$ cat src/rtl/laser_packetizer.sv
// ---------------------------------------------------------------------------
// laser_packetizer
//
// Drains host bytes from the FTDI read queue and frames them for the laser
// transmit serializer.  The read queue is a normal-mode FIFO: data_rd is valid
// on the cycle after rdreq.
//
// Frame layout: SYNC, SEQ, LEN, payload[LEN], CSUM
//   CSUM = SEQ ^ LEN ^ payload[0] ^ ... ^ payload[LEN-1]  (SYNC excluded)
//
// A full packet (PAYLOAD_LEN bytes) goes out as soon as enough bytes are
// queued.  A shorter packet is flushed once the queue has sat non-empty but
// below the full level for FLUSH_CYCLES idle cycles.
//
// Parameters
//   PAYLOAD_LEN   maximum payload bytes per packet (1..255)
//   SYNC_BYTE     first byte of every frame
//   FLUSH_CYCLES  idle cycles before a partial flush (>= 2)
//
// Ports
//   clock      in   system clock, all logic on its rising edge
//   reset      in   synchronous active-high reset
//   clear      in   synchronous abort, identical in effect to reset
//   enable     in   permits new packets to start (never aborts one)
//   rdq_empty  in   read queue empty flag
//   qsize      in   read queue fill level in bytes
//   data_rd    in   read queue output, valid the cycle after rdreq
//   rdreq      out  read queue pop request (combinational state decode)
//   tx_ready   in   downstream accepts tx_data this cycle
//   tx_valid   out  tx_data valid
//   tx_data    out  frame byte
//   tx_sop     out  marks the SYNC byte
//   tx_eop     out  marks the CSUM byte
//   busy       out  high whenever a packet is in progress
//   seq_num    out  sequence number of the current/next packet
// ---------------------------------------------------------------------------
module laser_packetizer #(
  parameter int         PAYLOAD_LEN  = 16,
  parameter logic [7:0] SYNC_BYTE    = 8'hA5,
  parameter int         FLUSH_CYCLES = 1024
) (
  input  logic       clock,
  input  logic       reset,
  input  logic       clear,
  input  logic       enable,
  input  logic       rdq_empty,
  input  logic [9:0] qsize,
  input  logic [7:0] data_rd,
  output logic       rdreq,
  input  logic       tx_ready,
  output logic       tx_valid,
  output logic [7:0] tx_data,
  output logic       tx_sop,
  output logic       tx_eop,
  output logic       busy,
  output logic [7:0] seq_num
);

  localparam int              FW         = $clog2(FLUSH_CYCLES);
  localparam logic [FW-1:0]   FLUSH_LAST = FW'(FLUSH_CYCLES - 1);
  localparam logic [9:0]      FULL_LEVEL = 10'(PAYLOAD_LEN);
  localparam logic [7:0]      FULL_LEN   = 8'(PAYLOAD_LEN);

  typedef enum logic [2:0] {
    S_IDLE,
    S_SYNC,
    S_SEQ,
    S_LEN,
    S_FETCH,
    S_LOAD,
    S_PAYLOAD,
    S_CSUM
  } state_t;

  state_t        state;
  logic [7:0]    len;
  logic [7:0]    remaining;
  logic [7:0]    csum;
  logic [FW-1:0] flush_count;

  logic       transfer;
  logic       start_full;
  logic       start_flush;
  logic       start;
  logic [7:0] start_len;

  assign transfer = tx_valid && tx_ready;

  // A full packet wins over a timed-out partial flush.  A flush is only
  // possible below the full level, so qsize fits in eight bits there and
  // is never zero because the queue is known to be non-empty.
  assign start_full  = enable && (qsize >= FULL_LEVEL);
  assign start_flush = enable && !rdq_empty && (flush_count == FLUSH_LAST);
  assign start       = start_full || start_flush;
  assign start_len   = start_full ? FULL_LEN : qsize[7:0];

  // Pop only when there is something to pop; an empty queue simply stalls
  // the fetch until a byte arrives.
  assign rdreq = (state == S_FETCH) && !rdq_empty;

  // Idle timer for partial flushes.  It runs only while a short,
  // non-empty queue is waiting in IDLE and parks at its last value so a
  // flush fires as soon as enable allows.  With enable low and a full
  // queue it neither runs nor clears.
  always_ff @(posedge clock) begin
    if (reset || clear) begin
      flush_count <= '0;
    end else if (state != S_IDLE || rdq_empty || start) begin
      flush_count <= '0;
    end else if (qsize < FULL_LEVEL && flush_count != FLUSH_LAST) begin
      flush_count <= flush_count + FW'(1);
    end
  end

  // Framing state machine.  Every output is set up on the way into the
  // state that presents it, so tx_data/tx_sop/tx_eop stay put while the
  // downstream stalls.  The checksum is folded in as each byte is accepted;
  // on the last payload byte the finished checksum is loaded straight into
  // tx_data so CSUM is presented on the very next cycle.
  always_ff @(posedge clock) begin
    if (reset || clear) begin
      state     <= S_IDLE;
      tx_valid  <= 1'b0;
      tx_data   <= '0;
      tx_sop    <= 1'b0;
      tx_eop    <= 1'b0;
      busy      <= 1'b0;
      seq_num   <= '0;
      len       <= '0;
      remaining <= '0;
      csum      <= '0;
    end else begin
      case (state)
        S_IDLE: begin
          if (start) begin
            len       <= start_len;
            remaining <= start_len;
            csum      <= '0;
            tx_valid  <= 1'b1;
            tx_data   <= SYNC_BYTE;
            tx_sop    <= 1'b1;
            busy      <= 1'b1;
            state     <= S_SYNC;
          end
        end

        S_SYNC: begin
          if (transfer) begin
            tx_sop  <= 1'b0;
            tx_data <= seq_num;
            state   <= S_SEQ;
          end
        end

        S_SEQ: begin
          if (transfer) begin
            csum    <= csum ^ seq_num;
            tx_data <= len;
            state   <= S_LEN;
          end
        end

        S_LEN: begin
          if (transfer) begin
            csum     <= csum ^ len;
            tx_valid <= 1'b0;
            state    <= S_FETCH;
          end
        end

        S_FETCH: begin
          if (!rdq_empty) begin
            state <= S_LOAD;
          end
        end

        S_LOAD: begin
          tx_data  <= data_rd;
          tx_valid <= 1'b1;
          state    <= S_PAYLOAD;
        end

        S_PAYLOAD: begin
          if (transfer) begin
            csum      <= csum ^ tx_data;
            remaining <= remaining - 8'd1;
            if (remaining == 8'd1) begin
              tx_data <= csum ^ tx_data;
              tx_eop  <= 1'b1;
              state   <= S_CSUM;
            end else begin
              tx_valid <= 1'b0;
              state    <= S_FETCH;
            end
          end
        end

        S_CSUM: begin
          if (transfer) begin
            tx_valid <= 1'b0;
            tx_eop   <= 1'b0;
            busy     <= 1'b0;
            seq_num  <= seq_num + 8'd1;
            state    <= S_IDLE;
          end
        end

        default: begin
          state <= S_IDLE;
        end
      endcase
    end
  end

endmodule

$ cat config.mk
export PLATFORM = sky130hd
export DESIGN_NAME = laser_packetizer
export DESIGN_NICKNAME = d
export VERILOG_FILES = /design/src/rtl/laser_packetizer.sv
export SDC_FILE = /design/constraint.sdc
export NUM_CORES = 1
export LEC_CHECK = 0
export CORE_ASPECT_RATIO = 1.2
export CORE_UTILIZATION = 50
export DETAILED_ROUTE_END_ITERATION = 10
export PLACE_DENSITY = 0.78
export SYNTH_ARGS = -nofsm -noshare
export SYNTH_HDL_FRONTEND = slang
export SYNTH_SLANG_ARGS = --single-unit
$ cat constraint.sdc
create_clock -name clock -period 5.29 [get_ports clock]
set_input_delay 1.058 -clock clock [delete_from_list [all_inputs] [get_ports clock]]
set_output_delay 1.058 -clock clock [all_outputs]
set_load 0.01 [all_outputs]
# After elaboration in Yosys (flattened, before gate mapping)
# Cells that the tools add are included.
[op_classes]
addsub = 3
magnitude_cmp = 2
n_eq_ne = 20
muxes = 34
bitwise_logic = 3
reduce_logical = 32
[op_table]
columns = ["operator", "n"]
rows = [
  ["2-to-1 mux 8 bit", 12],
  ["one-hot mux 8 bit (5 select lines)", 1],
  ["one-hot mux 8 bit (4 select lines)", 1],
  ["one-hot mux 3 bit (8 select lines)", 1],
  ["XOR 8 bit", 3],
  ["2-to-1 mux 3 bit", 7],
  ["!= test 2 bit (second input constant)", 9],
  ["one-hot mux 8 bit (2 select lines)", 1],
  ["equality test 3 bit (second input constant)", 4],
  ["adder 10 x 1 -> 10 bit (second input constant)", 1],
  ["equality test 10 bit (second input constant)", 1],
  ["greater-or-equal comparator 10 x 5 -> 1 bit (second input constant)", 1],
  ["less-than comparator 10 x 5 -> 1 bit (second input constant)", 1],
  ["!= test 10 bit (second input constant)", 1],
  ["AND reduction 5 bit", 2],
  ["AND reduction 3 bit", 3],
  ["adder 8 x 1 -> 8 bit (second input constant)", 1],
  ["equality test 8 x 1 -> 1 bit (second input constant)", 1],
  ["nonzero test 2 bit", 4],
  ["nonzero test 4 bit", 2],
  ["subtractor 8 x 1 -> 8 bit (second input constant)", 1],
  ["AND reduction 7 bit", 1],
  ["equality test 3 x 2 -> 1 bit (second input constant)", 2],
  ["logical AND 1 bit", 6],
  ["other kinds (15)", 27],
]
[totals]
reg_bits = 57
inputBits = 24
wordCells = 105

# Longest topological paths before layout
[depth]
ltp_word = 6
mapped_depth = 8
depth_no_buf = 6

# Worst setup path after synthesis
# OpenSTA, ideal clock, no wires.
[synth_timing]
path_kind = "input to register"
start = "input port qsize[9]"
end = "register flush_count[1]"
setup_ps = 70
arrival_ps = 2612
required_time_ps = 5220
setup_slack_ps = 2608
path_stages = 7
path_cell_list = "nor4_2 > a21oi_1 > or3_1 > buf_2 > or3_1 > buf_2 > a21oi_1"
[synth_between]
elab_chain_cells = 5
[synth_rtl]
columns = ["element", "line_no", "source"]
rows = [
  ["start: declaration", "47", "input logic [9:0] qsize,"],
  ["greater-or-equal comparator 10 x 5 -> 1 bit", "92", "assign start_full = enable && (qsize >= FULL_LEVEL);"],
  ["logical AND 1 bit", "92", ""],
  ["logical OR 1 bit", "94", "assign start = start_full || start_flush;"],
  ["logical OR 1 bit", "108", "end else if (state != S_IDLE || rdq_empty || start) begin"],
  ["OR reduction 2 bit (no source line)", "n/a", ""],
  ["end signal: assignment", "111", "flush_count <= flush_count + FW'(1);"],
  ["end: declaration", "79", "logic [FW-1:0] flush_count;"],
]
# Parallel ways exist; a longest one is shown, timed or not.
# A chain may end at the register's enable or synchronous reset.

# Final worst setup path
[layout_timing]
start = "input port rdq_empty"
end = "output port rdreq"
[layout_between]
elab_chain_cells = 2
[layout_rtl]
columns = ["element", "line_no", "source"]
rows = [
  ["start: declaration", "46", "input logic rdq_empty,"],
  ["logical NOT 1 bit", "n/a", ""],
  ["logical AND 1 bit", "99", "assign rdreq = (state == S_FETCH) && !rdq_empty;"],
  ["end: declaration", "49", "output logic rdreq,"],
]
# No other way between the ends.

==> results.txt <==
The run finished with clean final reports. The number of buffers and inverters on the critical path is 2. The first detailed-routing pass took 5 iterations. The kind of end point of the critical path is a primary output. Among all flip-flop cells after synthesis, the most frequent one is dfxtp_1. The critical path goes through clkdlybuf4s50_1 > nor3_1 > clkdlybuf4s50_1. The number of nets with antenna violations after detailed routing is 0. The register-to-register setup slack came out at 2480 ps. The layout has 575 filler cells. The tree is rooted in a clkbuf_8. The routed length on met1 came out at 3710 um. In the routed design, unresolved DRC markers number 0. For this block, the routed nets add up to 8440 um of wire. In this run the core area contains 31 standard-cell rows. The clock tree skew after final layout came out at 7.34 ps. The number of flops mapped to enable cells by yosys is 0. The CTS clock-pin slew for the worst setup and hold paths is 60 ps. The required time of the worst setup path came out at 4230 ps. The commonest cells after synthesis are dfxtp_1, nor2_1, a21oi_1.

The global-route wire length before repair is 13900 um. After detailed routing, no signal wire sits above met4. The placed instance area is 3680 um^2. The I/O pin count is 45. Setup repair after global routing left no endpoint under its margin.

In the post-synthesis netlist, the cell with the most instances is dfxtp_1. The number of max-slew violations in the final report came out at 0. The peak fanout along the critical path is 5.

The die area came out at 6760 um^2. TritonCTS created 9 clock buffers. The die span in x is 75.2 um. In this run the static leakage power is 1.27 nW. Summing all flip-flop and latch instances after layout gives 1140 um^2.

A synthesized cell averages 8.33 um^2. The top achievable clock speed came out at 298 MHz. The multi-input logic area is 1960 um^2. The shortest period the worst path allows came out at 3360 ps. The period utilization is 0.635. The met3 wire length is 459 um.

The final setup TNS came out at 0 ps. The net count of the finished layout is 449. The critical path is of the input port to primary output type. The antenna diode count is 0. The worst hold path belongs to the class flop to flop. The length in cells of the worst reg-to-reg path is 4. By area the synthesized netlist is led by dfxtp_1, a21oi_1, nor2_1, mux2i_1, o21ai_0. Setup violations remaining at the end of the flow were counted as 0.

The post-CTS setup buffer count came out at 0. The count of cells resized by post-cts repair is 0. The relative max-transition margin is 0.295. The routed length per instance came out at 16.6 um. In this run the tool buffered the top-level ports with 44 buffer cells. The power per unit of standard cell area is 234 nW/um^2.

The delay of the slowest cell on the worst path came out at 570 ps. The clock insertion delay at the later pin of the skew report is 340 ps. The number of sinks handled by clock tree synthesis came out at 57. Among the stages of the critical path, the cell type that occurs most often is clkdlybuf4s50_1. The data arrival time of the critical path is 2300 ps. The initial antenna violation count is 0. Synthesis handed over a netlist of 386 instances. The count of hold-fix buffers inserted at cts is 0. After routing the design area is 3850 um^2. The total count of hold-check failures in the final report is 0. The detailed placer's ending HPWL is 5820 um.

The core box area came out at 6130 um^2. The kind of cell with the highest combined delay along the critical path is buffers and inverters. The worst min-delay path startpoint is tx_sop.

The synthesis-to-layout area growth came out at 19.9%. Along the worst hold path, the cell count comes to 2. The post-synthesis sequential area ratio came out at 0.355. The first-iteration detailed-routing DRC count is 386. The share of cells above drive strength 1 is 0.0775. The maximum number of pins on one net before global-route repair came out at 45.

TritonCTS built the clock tree. The post-synthesis cell type count came out at 49. The post-synth design cell area is 3220 um^2. The startpoint type of the worst setup path is an input port. The maximum ir drop on the vdd rail is 0.220 mV. Counting every net in the synthesized netlist gives 414. The H-tree was split into 3 levels. The share of flip-flops with an asynchronous set or reset after synthesis came out at 0.

The critical register-to-register path endpoint is tx_data[3]. The via count of the first global-routing pass is 2891. The path with the worst hold slack has its endpoint at tx_sop. The effective utilization at floorplan came out at 0.525. The largest individual stage delay along the critical path comes from the cell clkdlybuf4s50_1. Detailed routing placed a total of 4060 um of wire on met2.

The vias per cell came out at 6.19. The measured slew at the worst slew-check pin is 1050 ps. The height of the die came out at 89.9 um.

The routability congestion estimate came out at 0.811. The number of max-capacitance violations reported is 0. The maximum clock path buffer count came out at 2.

Yosys printed 0 warnings. The launch instance of the worst register-to-register path is state[0]. The flip-flop and latch count after synthesis is 57. The hold slack is 484 ps. The total via count in the routed design is 3142. The largest total area in the synthesized netlist belongs to dfxtp_1.

The area fraction of the dominant cell type after synthesis came out at 0.355. The overall overflow remaining after global route is 0. Across every metal layer, demand over resource in global routing totals 0.270.
[cell type report]
| cell class | instances | area share |
|---|---|---|
| multi-input combinational | 302 | 0.508 |
| sequential | 57 | 0.296 |
| timing repair buffer | 47 | 0.120 |
| clock buffer | 13 | 0.0412 |
| tap | 82 | 0.0266 |
| clock inverter | 3 | 0.00389 |
| inverter | 4 | 0.00389 |
[metrics by stage]
stage / util / setup slack (ps) / cells / total power, mW
3_3_place_gp: 0.601 / 1930 / 492 / 0.542
6_report: 0.629 / 1930 / 508 / 0.902
3_5_place_dp: 0.601 / 1810 / 492 / 0.544
4_1_cts: 0.629 / 1920 / 508 / 0.908
5_1_grt: 0.629 / 1830 / 508 / 0.940
2_1_floorplan: - / 2610 / 386 / 0.505
[cells by family (layout without fill, tap and decap cells)]
| logic type | Yosys count | count (layout) | share of synthesized area |
|---|---|---|---|
| XOR/XNOR | 25 | 25 | 0.0681 |
| flip-flops | 57 | 57 | 0.355 |
| multiplexers | 20 | 20 | 0.0650 |
| AO/OA/AOI/OAI | 112 | 112 | 0.231 |
| adder cells (fa/ha/maj) | 4 | 4 | 0.0156 |
| AND/OR/NAND/NOR | 141 | 141 | 0.230 |
| buffers and inverters | 27 | 67 | 0.0358 |
[layer usage]
metal  vias to the layer above  GRT usage
li1                       1519          -
met1                      1499      0.351
met2                       106      0.418
met3                        18     0.0661
met4                         0      0.117
met5                         -          0
[state kept, by name, indices dropped and copies added, names as in the netlist]
| signal | count |
|---|---|
| tx_sop | 1 |
| busy | 1 |
| tx_eop | 1 |
| tx_valid | 1 |
| tx_data | 8 |
| remaining | 8 |
| len | 8 |
| csum | 8 |
| seq_num | 8 |
| state | 3 |
| flush_count | 10 |
[worst max path at each step]
stage               startpoint        endpoint  slack (ps)  cells after the start
global placement      qsize[9]  flush_count[1]        1930                      6
detailed placement    qsize[9]      tx_data[4]        1810                      6
floorplan             qsize[9]  flush_count[1]        2610                      7
global route          qsize[9]      tx_data[0]        1830                      6
finish               rdq_empty           rdreq        1930                      3
CTS                  rdq_empty           rdreq        1920                      3
[worst register-to-register path, delay by kind of cell (launching register included)]
kind	cells	cell delay (ps)
and+or+nand+nor	2	1400
AOI/OAI and AO/OA	2	360
DFF	1	960
[power breakdown]
group          internal [mW]  total, mW  switching, mW
logic                 0.0427     0.0897         0.0470
clock network          0.193      0.366          0.173
registers              0.436      0.446         0.0110
[placed cells by master (no fill, tap or decap), types with 3 or more instances in the layout]
master           count
a32o_1               7
o31ai_1              5
a21oi_1             32
and3_1               7
mux2_2               7
mux2i_1             13
o211ai_1             5
xor2_1              11
nand2_1             24
inv_1                3
dfxtp_1             57
o221ai_1             7
a31oi_1              3
nand3_1             12
nor3_1              10
nor3b_1              3
nor4_1               5
clkinv_2             3
clkdlybuf4s50_1     44
ha_1                 4
or3_1                4
or2_2                3
or4_1                5
nand4_1              6
o21ai_0             25
nor2b_1              8
a221oi_1             9
a211oi_1             4
xnor2_1             14
nor2_1              42
clkbuf_8            11
a22oi_1              4
buf_4                3
Note: power is estimated with default switching activity, not from simulation.
